### src/rtl/gcd_pkg.sv
// Shared types and defaults for the GCD request scheduler.
package gcd_pkg;

   typedef enum logic [1:0] {
      IDLE = 2'd0,
      LOAD = 2'd1,
      RUN  = 2'd2,
      RESP = 2'd3
   } sched_state_t;

   localparam int GCD_WIDTH = 8;

endpackage

### src/rtl/gcd_scheduler_rr_arbiter.sv
// Combinational round-robin picker: first request at or after ptr_i.
module rr_arbiter #(
   parameter int NUM_REQ = 4,
   parameter int ID_W    = $clog2(NUM_REQ)
) (
   input  logic [NUM_REQ-1:0] req_i,
   input  logic [ID_W-1:0]    ptr_i,
   output logic [NUM_REQ-1:0] gnt_o,
   output logic [ID_W-1:0]    idx_o,
   output logic               any_o
);

   int unsigned       k;
   logic [ID_W-1:0]   k_w;

   always_comb begin
      gnt_o = '0;
      idx_o = '0;
      any_o = 1'b0;
      k     = 0;
      k_w   = '0;
      for (int i = 0; i < NUM_REQ; i++) begin
         // Scan from the pointer, wrapping past the last requester.
         k = 32'(ptr_i) + 32'(i);
         if (k >= 32'(NUM_REQ)) k = k - 32'(NUM_REQ);
         k_w = ID_W'(k);
         if (!any_o && req_i[k_w]) begin
            any_o      = 1'b1;
            gnt_o[k_w] = 1'b1;
            idx_o      = k_w;
         end
      end
   end

endmodule

### src/rtl/gcd_scheduler.sv
// Shares one subtraction GCD core among NUM_REQ requesters,
// returning ID-tagged results over a valid/ready channel.
module gcd_scheduler
   import gcd_pkg::*;
#(
   parameter int NUM_REQ = 4,
   parameter int WIDTH   = GCD_WIDTH
) (
   input  logic                       clock,
   input  logic                       reset,
   input  logic [NUM_REQ-1:0]         req_valid,
   input  logic [NUM_REQ*WIDTH-1:0]   req_x,
   input  logic [NUM_REQ*WIDTH-1:0]   req_y,
   output logic [NUM_REQ-1:0]         req_ready,
   output logic                       core_load,
   output logic [WIDTH-1:0]           core_x,
   output logic [WIDTH-1:0]           core_y,
   input  logic                       core_done,
   input  logic [WIDTH-1:0]           core_result,
   output logic                       rsp_valid,
   output logic [$clog2(NUM_REQ)-1:0] rsp_id,
   output logic [WIDTH-1:0]           rsp_gcd,
   input  logic                       rsp_ready
);

   localparam int ID_W = $clog2(NUM_REQ);

   sched_state_t     state_q;
   logic [ID_W-1:0]  ptr_q;
   logic [ID_W-1:0]  ptr_d;
   logic [ID_W-1:0]  id_q;
   logic [WIDTH-1:0] x_q;
   logic [WIDTH-1:0] y_q;
   logic [WIDTH-1:0] gcd_q;
   logic             load_q;
   logic             rsp_valid_q;

   logic [NUM_REQ-1:0] gnt;
   logic [ID_W-1:0]    gnt_idx;
   logic               gnt_any;
   logic               idle;
   logic [WIDTH-1:0]   x_d;
   logic [WIDTH-1:0]   y_d;

   rr_arbiter #(
      .NUM_REQ (NUM_REQ),
      .ID_W    (ID_W)
   ) u_arb (
      .req_i (req_valid),
      .ptr_i (ptr_q),
      .gnt_o (gnt),
      .idx_o (gnt_idx),
      .any_o (gnt_any)
   );

   assign idle = (state_q == IDLE) && !reset;
   assign x_d  = req_x[gnt_idx*WIDTH +: WIDTH];
   assign y_d  = req_y[gnt_idx*WIDTH +: WIDTH];

   always_comb begin
      ptr_d = id_q + 1'b1;
      if (32'(id_q) == NUM_REQ - 1) ptr_d = '0;
   end

   assign req_ready = idle ? gnt : '0;
   assign core_load = load_q;
   assign core_x    = x_q;
   assign core_y    = y_q;
   assign rsp_valid = rsp_valid_q;
   assign rsp_id    = id_q;
   assign rsp_gcd   = gcd_q;

   always_ff @(posedge clock) begin
      if (reset) begin
         state_q     <= IDLE;
         ptr_q       <= '0;
         id_q        <= '0;
         x_q         <= '0;
         y_q         <= '0;
         gcd_q       <= '0;
         load_q      <= 1'b0;
         rsp_valid_q <= 1'b0;
      end else begin
         load_q <= 1'b0;
         unique case (state_q)
            IDLE: begin
               if (gnt_any) begin
                  id_q <= gnt_idx;
                  x_q  <= x_d;
                  y_q  <= y_d;
                  // A zero operand would never terminate the core.
                  if (x_d == '0 || y_d == '0) begin
                     gcd_q       <= x_d | y_d;
                     rsp_valid_q <= 1'b1;
                     state_q     <= RESP;
                  end else begin
                     load_q  <= 1'b1;
                     state_q <= LOAD;
                  end
               end
            end
            LOAD: state_q <= RUN;
            RUN: begin
               if (core_done) begin
                  gcd_q       <= core_result;
                  rsp_valid_q <= 1'b1;
                  state_q     <= RESP;
               end
            end
            RESP: begin
               if (rsp_ready) begin
                  rsp_valid_q <= 1'b0;
                  ptr_q       <= ptr_d;
                  state_q     <= IDLE;
               end
            end
            default: state_q <= IDLE;
         endcase
      end
   end

endmodule

### config.mk
export PLATFORM = sky130hd
export DESIGN_NAME = gcd_scheduler
export DESIGN_NICKNAME = d
export VERILOG_FILES = /design/src/rtl/gcd_pkg.sv /design/src/rtl/gcd_scheduler_rr_arbiter.sv /design/src/rtl/gcd_scheduler.sv
export SDC_FILE = /design/constraint.sdc
export NUM_CORES = 1
export LEC_CHECK = 0
export CAP_MARGIN = 20
export CELL_PAD_IN_SITES_DETAIL_PLACEMENT = 0
export CELL_PAD_IN_SITES_GLOBAL_PLACEMENT = 2
export CORE_MARGIN = 4
export CORE_UTILIZATION = 26
export CTS_BUF_LIST = sky130_fd_sc_hd__clkbuf_16
export CTS_CLUSTER_DIAMETER = 120
export DETAILED_ROUTE_END_ITERATION = 8
export PLACE_DENSITY = 0.89
export SYNTH_ARGS = -nofsm -noshare
export SYNTH_HDL_FRONTEND = slang
export SYNTH_HIERARCHICAL = 1
export SYNTH_SLANG_ARGS = --single-unit
### constraint.sdc
create_clock -name clock -period 9.46 [get_ports clock]
set_clock_uncertainty 0.1 [all_clocks]
set_input_delay 2.838 -clock clock [delete_from_list [all_inputs] [get_ports clock]]
set_output_delay 2.838 -clock clock [all_outputs]
set_load 0.01 [all_outputs]
# Word level (Yosys, flattened, before mapping)
# Cells that the tools add are included.
# W data, S select, Z words.
[word_totals]
in_bits = 80
ff_bits = 32
wordCells = 117
output_inout_bits = 32
[classes]
n_reduce_logical = 24
add_sub_neg = 8
bitwise_logic = 6
eq_ne = 8
n_mux = 49
n_lt_le_gt_ge = 12
shift = 2
[ops]
columns = ["operator", "n"]
rows = [
  ["$shiftx A32 B6 Y8", 2],
  ["$mux W2", 13],
  ["$mux W8", 3],
  ["$mux W4", 5],
  ["$mux W1", 17],
  ["$logic_not A8 Y1", 2],
  ["$pmux W8 S2", 1],
  ["$lt A2 B3 Y1 const B", 4],
  ["$or A4 B4 Y4", 3],
  ["$ge A3 B3 Y1 const B", 3],
  ["$bmux W1 S2", 4],
  ["$demux W1 S2", 4],
  ["$ge A2 B1 Y1 const B", 4],
  ["$logic_and A1 B1 Y1", 8],
  ["$or A8 B8 Y8", 1],
  ["$pmux W2 S4", 1],
  ["$sub A2 B1 Y2 const B", 4],
  ["$add A2 B2 Y3 const B", 2],
  ["$eq A2 B2 Y1 const B", 3],
  ["$ne A2 B2 Y1 const B", 3],
  ["$reduce_and A5 Y1", 1],
  ["$logic_not A1 Y1", 4],
  ["$reduce_and A2 Y1", 2],
  ["$reduce_and A4 Y1", 1],
  ["13 further kinds", 14],
]

# Longest topological paths before layout
# Gate-level depths: netlist (run 1).
[depth]
word_depth = 20
mapped_depth = 16
depth_no_buf = 11

# Modules after synthesis
# The synthesis (run 1) kept the hierarchy.
[modules_own_cells]
columns = ["module", "seq_area_each_um2", "cells_each", "instances", "area_each_um2"]
rows = [
  ["gcd_scheduler", 640.6, 232, 1, 2079.5],
  ["rr_arbiter", 0.0, 45, 1, 421.7],
]

# Worst setup path after synthesis (run 1)
# OpenSTA, ideal clock, no wires.
[synth_path]
path_kind = "input to output"
from = "input req_valid[2]"
to = "output req_ready[0]"
required_time_ns = 6.522
slack_ns = 2.385
cell_stages = 6
arrival_time_ns = 4.137
path_buffers = 1
cell_sequence = "mux4_2 -> buf_6 -> nor4b_4 -> a22oi_1 -> o21ai_0 -> and3_1"
[synth_between]
elab_chain_cells = 13
elab_cells_between_ends = 25
classes_between = "mux (16); bitwise (3); reduce/logical (6)"
[synth_rtl]
columns = ["item", "line_no", "rtl"]
rows = [
  ["start, declared", "gcd_scheduler.sv:11", "input logic [NUM_REQ-1:0] req_valid,"],
  ["$bmux W1 S2", "gcd_scheduler_rr_arbiter.sv:27", "if (!any_o && req_i[k_w]) begin"],
  ["$mux W1 (not written as such)", "gcd_scheduler_rr_arbiter.sv:27", ""],
  ["$mux W1", "gcd_scheduler_rr_arbiter.sv:27", ""],
  ["$logic_not A1 Y1", "gcd_scheduler_rr_arbiter.sv:27", ""],
  ["$logic_and A1 B1 Y1", "gcd_scheduler_rr_arbiter.sv:27", ""],
  ["$mux W1", "gcd_scheduler_rr_arbiter.sv:27", ""],
  ["$logic_not A1 Y1", "gcd_scheduler_rr_arbiter.sv:27", ""],
  ["$logic_and A1 B1 Y1", "gcd_scheduler_rr_arbiter.sv:27", ""],
  ["$mux W1", "gcd_scheduler_rr_arbiter.sv:27", ""],
  ["$logic_not A1 Y1", "gcd_scheduler_rr_arbiter.sv:27", ""],
  ["$logic_and A1 B1 Y1", "gcd_scheduler_rr_arbiter.sv:27", ""],
  ["$mux W4 *", "gcd_scheduler_rr_arbiter.sv:27", ""],
  ["named net gnt[0]", "gcd_scheduler.sv:38", "logic [NUM_REQ-1:0] gnt;"],
  ["$mux W4 *", "gcd_scheduler.sv:65", "assign req_ready = idle ? gnt : '0;"],
  ["end, declared", "gcd_scheduler.sv:14", "output logic [NUM_REQ-1:0] req_ready,"],
]
# The timed path passes the listed nets; every way through them passes the cells marked *. The select of a mux whose other input is x is not followed.

# Final worst setup path (run 1)
[layout_path]
from = "input req_valid[3]"
to = "output req_ready[1]"
# Same word-level chain as after synthesis.

==> results of run 1 <==
## cell type report
cell class | instances | area (um2)
Fill cell | 964 | 5503
Multi-Input combinational cell | 215 | 1682
Timing Repair Buffer | 114 | 1134
Sequential cell | 32 | 640.6
Tap cell | 129 | 161.4
Clock buffer | 5 | 125.1
Inverter | 8 | 30.03
Clock inverter | 2 | 8.758
## synth_stat cells (6+ instances only)
cell / n
nand2_1: 55
buf_6: 6
mux4_2: 11
inv_1: 8
o21ai_0: 13
nor2_1: 16
ha_1: 10
a22oi_1: 8
dfxtp_1: 32
nand3_1: 11
o211ai_1: 10
a21oi_1: 20
or4_2: 8
mux4_1: 9
a32oi_1: 8
clkbuf_1: 8
## metal layers
metal,share of wire [%],routed length [um],up-vias
li1,-,-,1249
met2,50,4056,104
met5,0,0,-
met3,7.5,614,8
met4,1.2,101,0
met1,41,3371,1225
## worst paths after layout
path | start | to | depth (start not counted)
worst max register to register | ptr_q[0]$_SDFFE_PP0P_ | state_q[1]$_SDFFE_PP0P_ | 10
worst max-delay path | req_valid[3] | req_ready[1] | 7
worst min-delay path | core_x[1]$_SDFFE_PP0P_ | core_x[1]$_SDFFE_PP0P_ | 2
worst min register to register | core_x[1]$_SDFFE_PP0P_ | core_x[1]$_SDFFE_PP0P_ | 2
## cell families after synthesis
kind of cell | count (synthesis) | share of synthesized area, %
AOI/OAI and AO/OA | 67 | 18.06
adders and majority gates | 10 | 5.003
buffers and inverters | 30 | 7.704
DFF | 32 | 25.61
muxes | 23 | 20.61
and+or+nand+nor | 115 | 23.01
## flip-flops by register name, indices dropped and copies added, names as in the netlist
| register | flops |
|---|---|
| core_x | 8 |
| rsp_gcd | 8 |
| core_y | 8 |
| ptr_q | 2 |
| state_q | 2 |
| rsp_valid | 1 |
| core_load | 1 |
| rsp_id | 2 |
## critical path: cells and delay by family
family | cells | cell delay (ps)
AOI/OAI and AO/OA | 2 | 250
buffers and inverters | 2 | 1020
muxes | 1 | 670
and+or+nand+nor | 2 | 620
## layout by cell type, fill, tap and decap left out, types with 8 or more instances in the layout
cell type	count
ha_1	10
a32oi_1	8
a21oi_1	20
a22oi_1	8
nand3_1	11
dfxtp_1	32
or4_2	8
o21ai_0	13
clkdlybuf4s50_1	111
mux4_2	11
nand2_1	55
inv_1	9
nor2_1	16
mux4_1	9
o211ai_1	10
## report_power, final
group          leakage, uW  switching [uW]  internal [uW]
sequential        0.000264            28.9            180
combinational      0.00102             214            198
clock            0.0000709            57.4           94.5
## metrics by stage
step / area [um2] / power [uW] / setup slack (ps)
after floorplan: 2501 / 456.6 / 2385
after global placement: 3647 / 622.1 / 1267
after detailed placement: 3647 / 627.5 / 1168
after CTS: 3781 / 782.9 / 1168
after global routing: 3781 / 830.3 / 1024
final: 3781 / 772.7 / 1128
==> results.py, run 1 <==
metrics = {
    "run_status": {
        "outcome": "completed",
    },
    "logic_synthesis": {
        "synth_nets": 367,
        "synth_area_um2": 2501,
        "yosysWarnings": 6,
        "syn_inst": 277,
        "synth.largest_area_cell": "dfxtp_1",
        "async_flop_share_pct": 0,
        "yosys_most_used_dff": "dfxtp_1",
        "synth_cell_types": 42,
        "ys_ff_latch": 32,
        "synth_edf_count": 0,
        "avgSynthCellArea_um2": 9.029,
        "ys_seq_area_share_pct": 25.61,
        "yosys-top-cells-area": "dfxtp_1 (26%), mux4_2 (9.9%), mux4_1 (9.5%)",
        "yosysTopAreaCellShare_pct": 25.61,
    },
    "timing": {
        "finalCritPeriodShare_pct": 88.07,
        "finalCriticalPeriod_ps": 8332,
        "finalHoldViolCount": 0,
        "worst_pin_slew_ps": 1035,
        "rsz0062_at_grt": "false",
        "slew_viol_final": 0,
        "tns_ps": 0,
        "whs_ps": 353.0,
        "slew-limit-headroom_pct": 31.02,
        "max_freq_mhz": 120.0,
        "setup_viol": 0,
    },
    "power_and_ir_drop": {
        "p_per_area_nw_per_um2": 204.4,
        "ir_drop_mv": 0.08224,
        "power.leakage_uw": 0.001355,
    },
    "global_route": {
        "gr-usage-met1_pct": 17.30,
        "grtUsageTotal_pct": 14.47,
        "met2_usage_pct": 25.05,
        "grt_overflow": 0,
        "antenna_found_initial": 0,
        "grt_pass1_wl_mm": 12.91,
        "use_met3_pct": 4.857,
        "grt_max_degree": 36,
        "grt_pass1_vias": 2599,
        "grt-busiest-layer": "met2",
    },
    "route": {
        "wl_per_cell_um": 16.12,
        "drc_errors": 0,
        "antenna_left": 0,
        "via_count": 2586,
        "vias_per_cell": 5.121,
        "wl_mm": 8.143,
        "drt_iter0_markers": 126,
        "first_pass_iters": 4,
    },
    "placement": {
        "numPortBuffers": 111,
        "gp_congestion": 0.7987,
        "dp.cells": 498,
        "dpl.hpwl_mm": 6.254,
    },
    "min_path": {
        "hp-class": "flop to flop",
    },
    "clock_tree": {
        "ctsResizeCount": 0,
        "clk_path_buf_depth": 2,
        "cts-htree-levels": 2,
        "path_clk_slew_ps": 50,
        "cts-hold-fix-buffers": 0,
        "clockRootBuffer": "clkbuf_16",
        "post-cts-setup-buffers": 0,
        "worstSkewPairLatency_ps": 270,
        "cts_num_sinks": 32,
        "cts_tree": "done",
        "cts_made_buffers": 5,
    },
    "worst_setup_path": {
        "arrival_ps": 5390,
        "crit_slowest_cell": "mux4_2",
        "cp.required_ps": 6520,
        "cp_cell_sequence": "clkdlybuf4s50_1 -> mux4_2 -> nor4b_4 -> a22oi_1 -> o21ai_0 -> and3_1 -> clkdlybuf4s50_1",
        "slowest_delay_ps": 670,
        "ff2ff_setup_slack_ps": 4370,
        "endpoint_kind": "primary output",
        "start_kind": "input pin",
        "cpMostUsedCell": "clkdlybuf4s50_1",
        "cp_max_fo": 13,
        "worst-setup-path-type": "input pin to primary output",
    },
    "flow_run": {
        "maxCapViolations": 0,
    },
    "finish": {
        "num_antenna_cells": 0,
        "final_core_util_pct": 40.73,
        "instances_no_fill": 505,
        "syn_to_final_growth_pct": 51.18,
        "fin_nets": 466,
        "drive_gt1_share_pct": 10.11,
    },
    "floorplan": {
        "die_area_um2": 11250,
        "chipWidth_um": 106.1,
        "die_y_um": 106.1,
        "core_um2": 9284,
        "row_count": 35,
        "ios": 112,
        "start_util_pct": 26.94,
    },
}
Note: power is estimated with default switching activity, not from simulation.
==> inputs of run 2 (changes only) <==
==> constraint.sdc (replaced) <==
create_clock -name clock -period 9.46 [get_ports clock]
set_clock_uncertainty 0.1 [all_clocks]
set_input_delay 1.419 -clock clock [delete_from_list [all_inputs] [get_ports clock]]
set_output_delay 1.419 -clock clock [all_outputs]
set_load 0.01 [all_outputs]
==> run 2 against run 1 <==
Net effect: combinational power about the same; power is 0.65% higher; clock power increased by 5%; highest routed layer unchanged; fmax rose by 51%; critical path type is now input pin to flop.
==> results.py, run 2 (synthesized netlist as in run 1, its figures left out) <==
metrics = {
    "finish": {
        "fillers": 947,
        "fin_area_um2": 3791,
        "num_antenna_cells": 0,
        "final_common_cell": "clkdlybuf4s50_1",
        "fin_nets": 466,
        "layout_common_cells": "clkdlybuf4s50_1 (111), nand2_1 (55), dfxtp_1 (32)",
        "drive_gt1_share_pct": 10.61,
        "syn_to_final_growth_pct": 51.58,
    },
    "route": {
        "drc_errors": 0,
        "first_pass_iters": 4,
        "topRoutingLayerUsed": "met4",
        "wl_mm": 8.120,
        "met1Wirelength_mm": 3.313,
        "antenna_left": 0,
        "vias_per_cell": 4.968,
        "met2WireLength_mm": 4.090,
        "via_count": 2514,
        "wl_per_cell_um": 16.05,
        "routed-wl-met3_um": 654,
        "drt_iter0_markers": 92,
    },
    "placement": {
        "numPortBuffers": 111,
        "placed_cell_area_um2": 3647,
        "pre_cts_ws_ps": 3634,
        "dpl.hpwl_mm": 6.370,
        "gp_congestion": 0.7257,
    },
    "worst_setup_path": {
        "start_kind": "input pin",
        "worst-setup-path-type": "input pin to flop",
        "ff2ff_setup_slack_ps": 4480,
        "cp_max_fo": 20,
        "cp_cell_sequence": "clkdlybuf4s50_1 -> mux4_2 -> nor3_1 -> a32o_1 -> mux4_2 -> or4_1 -> nor2_2 -> nor3_2 -> o41ai_2",
        "cp_num_buf_inv": 1,
        "slowest_delay_ps": 750,
        "worst_r2r_path_depth": 11,
        "arrival_ps": 5610,
        "cp.required_ps": 9540,
        "rr_startpoint": "ptr_q[0]$_SDFFE_PP0P_",
        "endpoint_kind": "flop",
        "crit_slowest_cell": "a32o_1",
        "cpMostUsedCell": "mux4_2",
        "timing.rr.end": "state_q[1]$_SDFFE_PP0P_",
        "crit_family": "simple AND/OR/NAND/NOR gates",
    },
    "global_route": {
        "grt_pass1_vias": 2490,
        "grt_overflow": 0,
        "grtUsageTotal_pct": 13.99,
        "grt_pass1_wl_mm": 12.51,
        "antenna_found_initial": 0,
        "grt_max_degree": 36,
    },
    "power_and_ir_drop": {
        "power.leakage_uw": 0.001357,
        "totalPowerFinal_uw": 777.8,
        "p_per_area_nw_per_um2": 205.1,
        "ir_drop_mv": 0.09504,
    },
    "min_path": {
        "min_to": "core_y[2]$_SDFFE_PP0P_",
        "min_path_cells": 2,
        "min-delay-start": "core_y[2]$_SDFFE_PP0P_",
        "hp-class": "flop to flop",
    },
    "timing": {
        "setup_ws_ps": 3929,
        "setup_viol": 0,
        "tns_ps": 0,
        "rsz0062_at_grt": "false",
        "finalCritPeriodShare_pct": 58.47,
        "max_freq_mhz": 180.8,
        "finalHoldViolCount": 0,
        "slew-limit-headroom_pct": 36.83,
        "worst_pin_slew_ps": 940.2,
        "slew_viol_final": 0,
        "finalCriticalPeriod_ps": 5531,
    },
    "clock_tree": {
        "cts_made_buffers": 5,
        "ctsResizeCount": 0,
        "cts-hold-fix-buffers": 0,
        "clockRootBuffer": "clkbuf_16",
        "worstSkewPairLatency_ps": 280,
        "cts_num_sinks": 32,
        "clk_path_buf_depth": 2,
        "path_clk_slew_ps": 60,
        "cts-htree-levels": 2,
        "post-cts-setup-buffers": 0,
        "cts_tree": "done",
    },
    "run_status": {
        "outcome": "completed",
    },
    "floorplan": {
        "core_um2": 9284,
        "die_y_um": 106.1,
        "start_util_pct": 26.94,
        "ios": 112,
        "chipWidth_um": 106.1,
        "row_count": 35,
        "die_area_um2": 11250,
    },
    "flow_run": {
        "maxCapViolations": 0,
    },
}
[run 2: layer usage]
layer,track usage [%],vias up
met5,0,-
met3,4.675,5
met1,16.47,1183
met4,2.775,0
met2,24.82,84
li1,-,1242
[run 2: cell type report]
cell class	instances	area, um2	area share, %
clock buffer	5	125.1	3.300
sequential	32	640.6	16.90
tap	129	161.4	4.257
multi-input combinational	215	1682	44.36
timing repair buffer	114	1134	29.90
inverter	8	30.03	0.7921
clock inverter	3	18.77	0.4950
[run 2: worst max-delay path by stage]
stage | from | to | slack, ps | cells past startpoint
2_1_floorplan | req_valid[2] | state_q[1]$_SDFFE_PP0P_ | 4870 | 13
3_3_place_gp | req_valid[2] | rsp_valid$_SDFFE_PP0P_ | 3360 | 11
3_5_place_dp | req_valid[3] | state_q[1]$_SDFFE_PP0P_ | 3630 | 9
4_1_cts | req_valid[3] | state_q[1]$_SDFFE_PP0P_ | 3920 | 9
5_1_grt | req_valid[3] | state_q[1]$_SDFFE_PP0P_ | 3660 | 9
6_report | req_valid[3] | state_q[1]$_SDFFE_PP0P_ | 3930 | 9
[run 2: power by group]
group / total (uW) / switching [uW] / internal (uW) / leakage [uW]
clock: 159 / 62.1 / 96.9 / 0.0000736
combinational: 410 / 212 / 198 / 0.00102
sequential: 209 / 29.2 / 179 / 0.000264
total: 778 / 303 / 474 / 0.00136
[run 2: worst register-to-register path: cells and delay by family (launching register included)]
kind            cells  cell delay [ps]
simple gates        4             1430
buf+inv             1              150
compound gates      3             1170
fa+ha+maj           1              390
mux                 2              910
flops               1              730
[run 2: metrics by stage]
step / std cells / hold slack [ps] / util (%)
after floorplan: 277 / 380.5 / -
after global placement: 497 / 341.8 / 39.20
after detailed placement: 498 / 348.5 / 39.29
after CTS: 506 / 356.5 / 40.84
after global routing: 506 / 375.2 / 40.84
final: 506 / 352.7 / 40.84
